==> config.mk <==
export PLATFORM = sky130hd
export DESIGN_NAME = led7_scan
export DESIGN_NICKNAME = d
export VERILOG_FILES = /design/src/rtl/led7_scan_pkg.sv /design/src/rtl/led7_scan_tick.sv /design/src/rtl/led7_scan.sv
export SDC_FILE = /design/constraint.sdc
export NUM_CORES = 1
export LEC_CHECK = 0
export CELL_PAD_IN_SITES_DETAIL_PLACEMENT = 1
export CELL_PAD_IN_SITES_GLOBAL_PLACEMENT = 1
export CORE_MARGIN = 5
export CORE_UTILIZATION = 29
export DETAILED_ROUTE_END_ITERATION = 12
export GPL_TIMING_DRIVEN = 0
export PLACE_DENSITY_LB_ADDON = 0.1
export SLEW_MARGIN = 20
export SYNTH_ARGS = -nofsm -noshare
export SYNTH_HDL_FRONTEND = slang
export SYNTH_HIERARCHICAL = 1
export SYNTH_SLANG_ARGS = --single-unit
export TNS_END_PERCENT = 5
==> constraint.sdc <==
create_clock -name clk -period 3.8 [get_ports clk]
set_clock_uncertainty 0.1 [all_clocks]
set_input_delay 0.38 -clock clk [delete_from_list [all_inputs] [get_ports clk]]
set_output_delay 0.38 -clock clk [all_outputs]
set_load 0.02 [all_outputs]
==> src/rtl/led7_scan_pkg.sv <==
// Shared definitions for the multiplexed 7-segment scan driver.
// Segment bus width, decimal-point bit and scan FSM encodings.
package led7_scan_pkg;

  localparam int SEG_W  = 8;
  localparam int DP_BIT = 7;

  typedef enum logic [1:0] {
    ST_IDLE  = 2'd0,
    ST_BLANK = 2'd1,
    ST_SHOW  = 2'd2
  } scan_state_t;

endpackage

==> src/rtl/led7_scan_tick.sv <==
// Slot timer: free-running 0..DIV-1 counter with synchronous clear.
// wrap is high while the counter sits on its last value.
module scan_tick #(
  parameter int DIV = 50000,
  parameter int TW  = (DIV > 1) ? $clog2(DIV) : 1
) (
  input  logic          clk,
  input  logic          rst_n,
  input  logic          clr,
  output logic [TW-1:0] tick,
  output logic          wrap
);

  localparam logic [TW-1:0] LAST = TW'(DIV - 1);

  assign wrap = (tick == LAST);

  always_ff @(posedge clk) begin
    if (!rst_n) begin
      tick <= '0;
    end else if (clr || wrap) begin
      tick <= '0;
    end else begin
      tick <= tick + TW'(1);
    end
  end

endmodule

==> src/rtl/led7_scan.sv <==
// Time-multiplexed 7-segment driver: one digit per slot, blanking
// at slot start, patterns snapshotted once per frame.
module led7_scan
  import led7_scan_pkg::*;
#(
  parameter int COUNT          = 6,
  parameter int DIV            = 50000,
  parameter int BLANK          = 16,
  parameter bit SEG_ACTIVE_LOW = 1'b1,
  parameter bit DIG_ACTIVE_LOW = 1'b1
) (
  input  logic                   clk,
  input  logic                   rst_n,
  input  logic                   en,
  input  logic [COUNT*SEG_W-1:0] leds,
  output logic [SEG_W-1:0]       seg,
  output logic [COUNT-1:0]       dig,
  output logic                   frame_start
);

  localparam int TW = (DIV > 1) ? $clog2(DIV) : 1;
  localparam int IW = (COUNT > 1) ? $clog2(COUNT) : 1;

  localparam logic [TW-1:0] BLANK_END =
    TW'((BLANK > 0) ? BLANK - 1 : 0);
  localparam logic [IW-1:0] IDX_LAST = IW'(COUNT - 1);
  localparam logic [COUNT-1:0] DIG_ONE = COUNT'(1);

  // XOR masks: pattern ^ mask gives the bus level; zero pattern = off
  localparam logic [SEG_W-1:0] SEG_OFF = {SEG_W{SEG_ACTIVE_LOW}};
  localparam logic [COUNT-1:0] DIG_OFF = {COUNT{DIG_ACTIVE_LOW}};

  if (COUNT < 1 || DIV < 2 || BLANK < 0 || BLANK >= DIV) begin : g_bad
    $error("led7_scan: illegal COUNT/DIV/BLANK combination");
  end

  scan_state_t state, state_nx;

  logic [IW-1:0]          idx, idx_nx;
  logic [COUNT*SEG_W-1:0] shadow;
  logic [TW-1:0]          tick;
  logic                   wrap;
  logic                   snap;
  logic                   show;
  logic                   clr;
  logic [SEG_W-1:0]       seg_pat;
  logic [COUNT-1:0]       dig_pat;

  assign clr = !en || (state == ST_IDLE);

  scan_tick #(
    .DIV (DIV),
    .TW  (TW)
  ) u_tick (
    .clk   (clk),
    .rst_n (rst_n),
    .clr   (clr),
    .tick  (tick),
    .wrap  (wrap)
  );

  always_comb begin
    state_nx = state;
    idx_nx   = idx;
    snap     = 1'b0;
    if (!en) begin
      state_nx = ST_IDLE;
      idx_nx   = '0;
    end else begin
      unique case (state)
        ST_IDLE: begin
          snap     = 1'b1;
          idx_nx   = '0;
          state_nx = (BLANK == 0) ? ST_SHOW : ST_BLANK;
        end
        ST_BLANK: begin
          if (tick == BLANK_END) state_nx = ST_SHOW;
        end
        ST_SHOW: begin
          if (wrap) begin
            state_nx = (BLANK == 0) ? ST_SHOW : ST_BLANK;
            if (idx == IDX_LAST) begin
              idx_nx = '0;
              snap   = 1'b1;
            end else begin
              idx_nx = idx + IW'(1);
            end
          end
        end
        default: begin
          state_nx = ST_IDLE;
          idx_nx   = '0;
        end
      endcase
    end
  end

  // en gates the output stage too, so a drop blanks on the very next cycle
  assign show    = en && (state == ST_SHOW);
  assign seg_pat = shadow[idx*SEG_W +: SEG_W];
  assign dig_pat = DIG_ONE << idx;

  always_ff @(posedge clk) begin
    if (!rst_n) begin
      state       <= ST_IDLE;
      idx         <= '0;
      shadow      <= '0;
      frame_start <= 1'b0;
      seg         <= SEG_OFF;
      dig         <= DIG_OFF;
    end else begin
      state       <= state_nx;
      idx         <= idx_nx;
      frame_start <= snap;
      if (snap) shadow <= leds;
      if (show) begin
        seg <= seg_pat ^ SEG_OFF;
        dig <= dig_pat ^ DIG_OFF;
      end else begin
        seg <= SEG_OFF;
        dig <= DIG_OFF;
      end
    end
  end

endmodule

==> flow_summary.ini, run 1 <==
[cells_and_area]
fin_nets = 543
fillCellCount = 1555
fin_util = 0.379
antenna_cells = 0
syn_to_final_growth_pct = 29.4
layout_common_cells = 102 x nand2_1, 84 x dfxtp_1, 72 x mux2i_1, 65 x clkdlybuf4s50_1, 24 x nor2_1
layout-drive-gt1-share = 0.101
final_common_cell = nand2_1

[synthesis]
yosysWarnings = 6
synth_area_leaders = dfxtp_1 44%, mux2i_1 19%, nand2_1 10%
synth_cells = 414
synth-edff-count = 0
syn_area_sq_mm = 0.00384
synth_area_leader_cell = dfxtp_1
synth.distinct_cells = 50
syn_nets = 467
syn_area_per_cell_sq_um = 9.29
async_flop_share = 0
synth_top_area_frac = 0.437
synth-seq-cells = 84
synthFlopType = dfxtp_1
ys_seq_area_frac = 0.437

[pwr]
switching_share = 0.237
power_density_mw_per_mm2 = 382
p_switching_w = 0.000450
ir_drop_v = 0.000234
power.internal_w = 0.00145
p_leak_nw = 1.88
p_comb_frac = 0.093
pwr-share-seq = 0.491
power_frac_clock = 0.416

[floorplan]
dieArea_sq_mm = 0.0157
rows = 42
initial_utilization = 0.293
coreArea_sq_mm = 0.0131
die_y_microns = 125
io_pins = 66
die_w_microns = 125

[critical_path]
r2r-end = shadow[14]$_SDFFE_PN0P_
cp.depth = 9
start_kind = flop
crit_chain = ha_1 > and3_1 > nand4_2 > inv_1 > nand4b_4 > a21oi_2 > buf_6 > buf_8 > mux2i_1
cp_max_fo = 10
cp-end-kind = flop
required_ns = 3.97
reg2regPathDepth = 9
worst_path_max_delay_cell = dfxtp_1
worstSetupPathType = reg2reg
r2r_start = u_tick/tick[0]$_SDFF_PP0_
crit_arrival_ns = 2.64
slowest_delay_ns = 0.41
crit_buf_inv = 3
cp_top_family = buffers and inverters
r2r_slack_ns = 1.33

[clock_network]
cts_setup_buffers = 0
clock_latency_ns = 0.34
clkTransAtPathRegs_ns = 0.06
tritoncts = yes
ctsLongestPathBuffers = 2
cts_buffers = 9
cts_sinks = 84
holdBufCountCts = 0
cts-root-buf = clkbuf_16
cts_resized = 0
cts_htree_levels = 3

[grt]
antenna_found_initial = 0
grt_first_pass_wirelength_microns = 17100
grt_use_total = 0.138
grt_pass1_vias = 3314
grt_max_degree = 14
overflow = 0

[route]
wirelength_microns = 10400
vias = 3073
wl_per_cell_microns = 15.5
via_per_inst = 4.58
drc = 0
drt_iter0_markers = 103
firstDrtPassIters = 4
ant_nets = 0

[sta]
fmax_mhz = 404
worst_pin_slew_ns = 0.561
period_share = 0.651
maxSlewViolCount = 0
hold_viol_final = 0
rsz0062_at_grt = no
fin_hold_ws_ns = 0.358
max-slew-margin-rel = 0.626
setup-tns-final_ns = 0
setup_viol = 0
min_period_ns = 2.47

[status]
outcome = completed

[run]
maxCapViolations = 0

[placement]
place_congestion = 0.751
io_buffer_count = 65
dpl.hpwl_microns = 7900

[worst_hold_path]
worstHoldPathType = reg2reg
hold_depth = 2
holdPathEnd = shadow[7]$_SDFFE_PN0P_
worstHoldStart = shadow[7]$_SDFFE_PN0P_
==> worst max-delay path by stage <==
stage,startpoint,end
floorplan,u_tick/tick[0]$_SDFF_PP0_,shadow[10]$_SDFFE_PN0P_
global placement,u_tick/tick[0]$_SDFF_PP0_,shadow[25]$_SDFFE_PN0P_
detailed placement,u_tick/tick[0]$_SDFF_PP0_,shadow[24]$_SDFFE_PN0P_
CTS,u_tick/tick[0]$_SDFF_PP0_,shadow[24]$_SDFFE_PN0P_
global route,u_tick/tick[0]$_SDFF_PP0_,shadow[24]$_SDFFE_PN0P_
finish,u_tick/tick[0]$_SDFF_PP0_,shadow[14]$_SDFFE_PN0P_
==> per-stage QoR <==
stage	cell area, sq um	cells	setup WS [ns]	total power [W]
after floorplan	3840	414	1.71	0.00104
after global placement	4720	655	1.34	0.00113
after detailed placement	4720	655	1.31	0.00113
after CTS	4980	671	1.30	0.00194
after global routing	4980	671	1.12	0.00200
final	4980	671	1.33	0.00190
==> Yosys cell counts, types with 2 or more instances <==
cell / number
o22ai_1: 8
buf_8: 2
nand4_2: 2
nor4_2: 5
inv_1: 6
mux2i_1: 72
nor3_1: 3
xnor2_1: 12
nand4_1: 3
nand2_1: 102
dfxtp_1: 84
xor2_1: 2
and2_1: 2
nand2b_1: 6
clkbuf_1: 13
o21ai_1: 8
ha_1: 2
buf_2: 9
a21o_1: 2
nor2_2: 4
or4_1: 2
nand3_1: 6
buf_6: 2
a21oi_1: 3
nor4b_2: 2
nor2_1: 24
buf_4: 2
nor2b_1: 3
and3_1: 2
==> sequential cells by signal, indices dropped and copies added (netlist names) <==
register and cells:
shadow 48, u_tick/tick 16, seg 8, dig 6, idx 3, state 2
frame_start 1
==> cell type report <==
| cell class | instances | area (sq um) | area share |
|---|---|---|---|
| Clock inverter | 5 | 28.8 | 0.00578 |
| Inverter | 6 | 22.5 | 0.00452 |
| Buffer | 28 | 161 | 0.0324 |
| Multi-Input combinational cell | 296 | 1980 | 0.398 |
| Tap cell | 176 | 220 | 0.0442 |
| Clock buffer | 11 | 233 | 0.0468 |
| Timing Repair Buffer | 65 | 651 | 0.131 |
| Sequential cell | 84 | 1680 | 0.338 |
==> worst register-to-register path, stage by stage, from the launching register on <==
cell and delay, ns:
dfxtp_1 0.41, ha_1 0.23, and3_1 0.25, nand4_2 0.16, inv_1 0.26, nand4b_4 0.14, a21oi_2 0.24, buf_6 0.23
buf_8 0.18, mux2i_1 0.19
==> layer usage <==
layer,part of all wire,GRT usage,vias to the layer above
met4,0.014,0.0440,0
li1,-,-,1549
met1,0.46,0.166,1466
met5,0,0,-
met2,0.49,0.238,47
met3,0.035,0.0401,11
==> power groups by stage <==
stage / Sequential (W) / Combinational (W) / Clock (W)
after floorplan: 0.000947 / 0.0000954 / 0
after global placement: 0.000952 / 0.000178 / 0
after detailed placement: 0.000953 / 0.000181 / 0
after CTS: 0.000933 / 0.000181 / 0.000827
after global routing: 0.000937 / 0.000195 / 0.000865
final: 0.000933 / 0.000176 / 0.000792
==> cells by family (layout without fill, tap and decap cells) <==
| kind of cell | count (synthesis) | after routing | synth area share |
|---|---|---|---|
| compound gates | 28 | 28 | 0.0459 |
| xor+xnor | 14 | 14 | 0.0319 |
| fa+ha+maj | 2 | 2 | 0.00651 |
| buf+inv | 34 | 115 | 0.0478 |
| flops | 84 | 84 | 0.437 |
| mux | 72 | 72 | 0.187 |
| simple gates | 180 | 180 | 0.243 |
Note: power is estimated with default switching activity, not from simulation.
==> run 2, diff against run 1 <==
- clock period: 3.8 -> 2.35 ns (I/O delays scaled with it)
==> run 2 against run 1 <==
Global-route usage rose by 0.062 points; register-to-register slack got worse by 1.1 ns; clock power rose by 62%; design area rose by 1.1%; largest cell class unchanged; largest power group unchanged.
==> flow_summary.ini, run 2 (synthesis results as in run 1) <==
[pwr]
fin_total_pwr_w = 0.00308
power_density_mw_per_mm2 = 613
ir_drop_v = 0.000378
p_leak_nw = 1.90

[route]
wl_per_cell_microns = 15.4
wirelength_microns = 10400
drt_iter0_markers = 98
ant_nets = 0
vias = 3097
via_per_inst = 4.60
firstDrtPassIters = 4
drc = 0

[placement]
place_congestion = 0.751
dpl.hpwl_microns = 7900
io_buffer_count = 65
post-place-ws_ns = -0.137

[sta]
fin_ws_ns = 0.176
max-slew-margin-rel = 0.627
min_period_ns = 2.17
fin_hold_ws_ns = 0.342
fmax_mhz = 460
setup_viol = 0
rsz0062_at_grt = no
maxSlewViolCount = 0
period_share = 0.925
hold_viol_final = 0
worst_pin_slew_ns = 0.560

[grt]
grt_max_degree = 14
grt_use_total = 0.139
overflow = 0
grt_first_pass_wirelength_microns = 17200
grt_pass1_vias = 3315
antenna_found_initial = 0

[clock_network]
clkTransAtPathRegs_ns = 0.06
cts_sinks = 84
clock_latency_ns = 0.34
tritoncts = yes
cts_buffers = 9
cts-root-buf = clkbuf_16
holdBufCountCts = 0
ctsLongestPathBuffers = 2
cts_htree_levels = 3

[cells_and_area]
layout-drive-gt1-share = 0.109
fin_nets = 545
largest-register = shadow
final_common_cell = nand2_1
syn_to_final_growth_pct = 30.9
layout_common_cells = 102 x nand2_1, 84 x dfxtp_1, 72 x mux2i_1, 65 x clkdlybuf4s50_1, 24 x nor2_1
largestRegisters = shadow (48), u_tick/tick (16), seg (8)
antenna_cells = 0
largest_register_ffs = 48

[critical_path]
crit_arrival_ns = 2.34
worstSetupPathType = reg2reg
start_kind = flop
required_ns = 2.52
cp-end-kind = flop
cp_max_fo = 10

[floorplan]
die_y_microns = 125
coreArea_sq_mm = 0.0131
die_w_microns = 125
io_pins = 66
initial_utilization = 0.293
rows = 42
dieArea_sq_mm = 0.0157

[run]
maxCapViolations = 0

[status]
outcome = completed

[worst_hold_path]
worstHoldPathType = in2reg
[run 2: metrics by stage]
step	area, sq um	cells	util	TNS [ns]
after floorplan	3840	414	-	0
after global placement	4720	655	0.359	-1.93
after detailed placement	4720	655	0.359	-2.41
after CTS	5010	673	0.381	0
after global routing	5030	673	0.383	0
final	5030	673	0.383	0
[run 2: per-layer routing]
| metal | global-route usage | up-vias | routed length (microns) |
|---|---|---|---|
| met5 | 0 | - | 0 |
| met4 | 0.0440 | 0 | 153 |
| met3 | 0.0401 | 12 | 397 |
| met2 | 0.238 | 51 | 5080 |
| met1 | 0.168 | 1479 | 4760 |
| li1 | - | 1555 | - |
[run 2: layout make-up]
type                       instances  area, sq um
clock inverter                     5         28.8
clock buffer                      11          233
inverter                           6         25.0
multi-input combinational        296         2010
fill                            1549         8100
buffer                            28          161
tap                              176          220
timing repair buffer              67          678
sequential                        84         1680
[run 2: worst paths after layout]
path                            depth (start not counted)                       from  slack (ns)                 endpoint
worst max-delay path                                    9  u_tick/tick[0]$_SDFF_PP0_        0.18  shadow[14]$_SDFFE_PN0P_
worst min-delay path                                    3                   leds[23]        0.34  shadow[23]$_SDFFE_PN0P_
worst max register to register                          9  u_tick/tick[0]$_SDFF_PP0_        0.18  shadow[14]$_SDFFE_PN0P_
worst min register to register                          2     shadow[7]$_SDFFE_PN0P_        0.36   shadow[7]$_SDFFE_PN0P_
[run 2: critical path, stage by stage, from the launching register on]
cell and delay (ns):
dfxtp_1 0.41, ha_1 0.23, and3_2 0.25, nand4_4 0.13, inv_4 0.14, nand4b_4 0.13, a21oi_4 0.20, buf_6 0.16
buf_8 0.16, mux2i_1 0.19
[run 2: power breakdown]
group / total [W] / internal [W] / switching (W)
clock network: 0.00128 / 0.000711 / 0.000572
logic: 0.000292 / 0.000162 / 0.000130
registers: 0.00151 / 0.00148 / 0.0000306
[run 2: timing repair]
item / 4_1_cts / 5_1_grt
gates resized for setup: 2 / 4
cloned: 0 / 0
setup buffers: 2 / 0
setup endpoints to repair: 35 / 48
pin swaps: 0 / 0
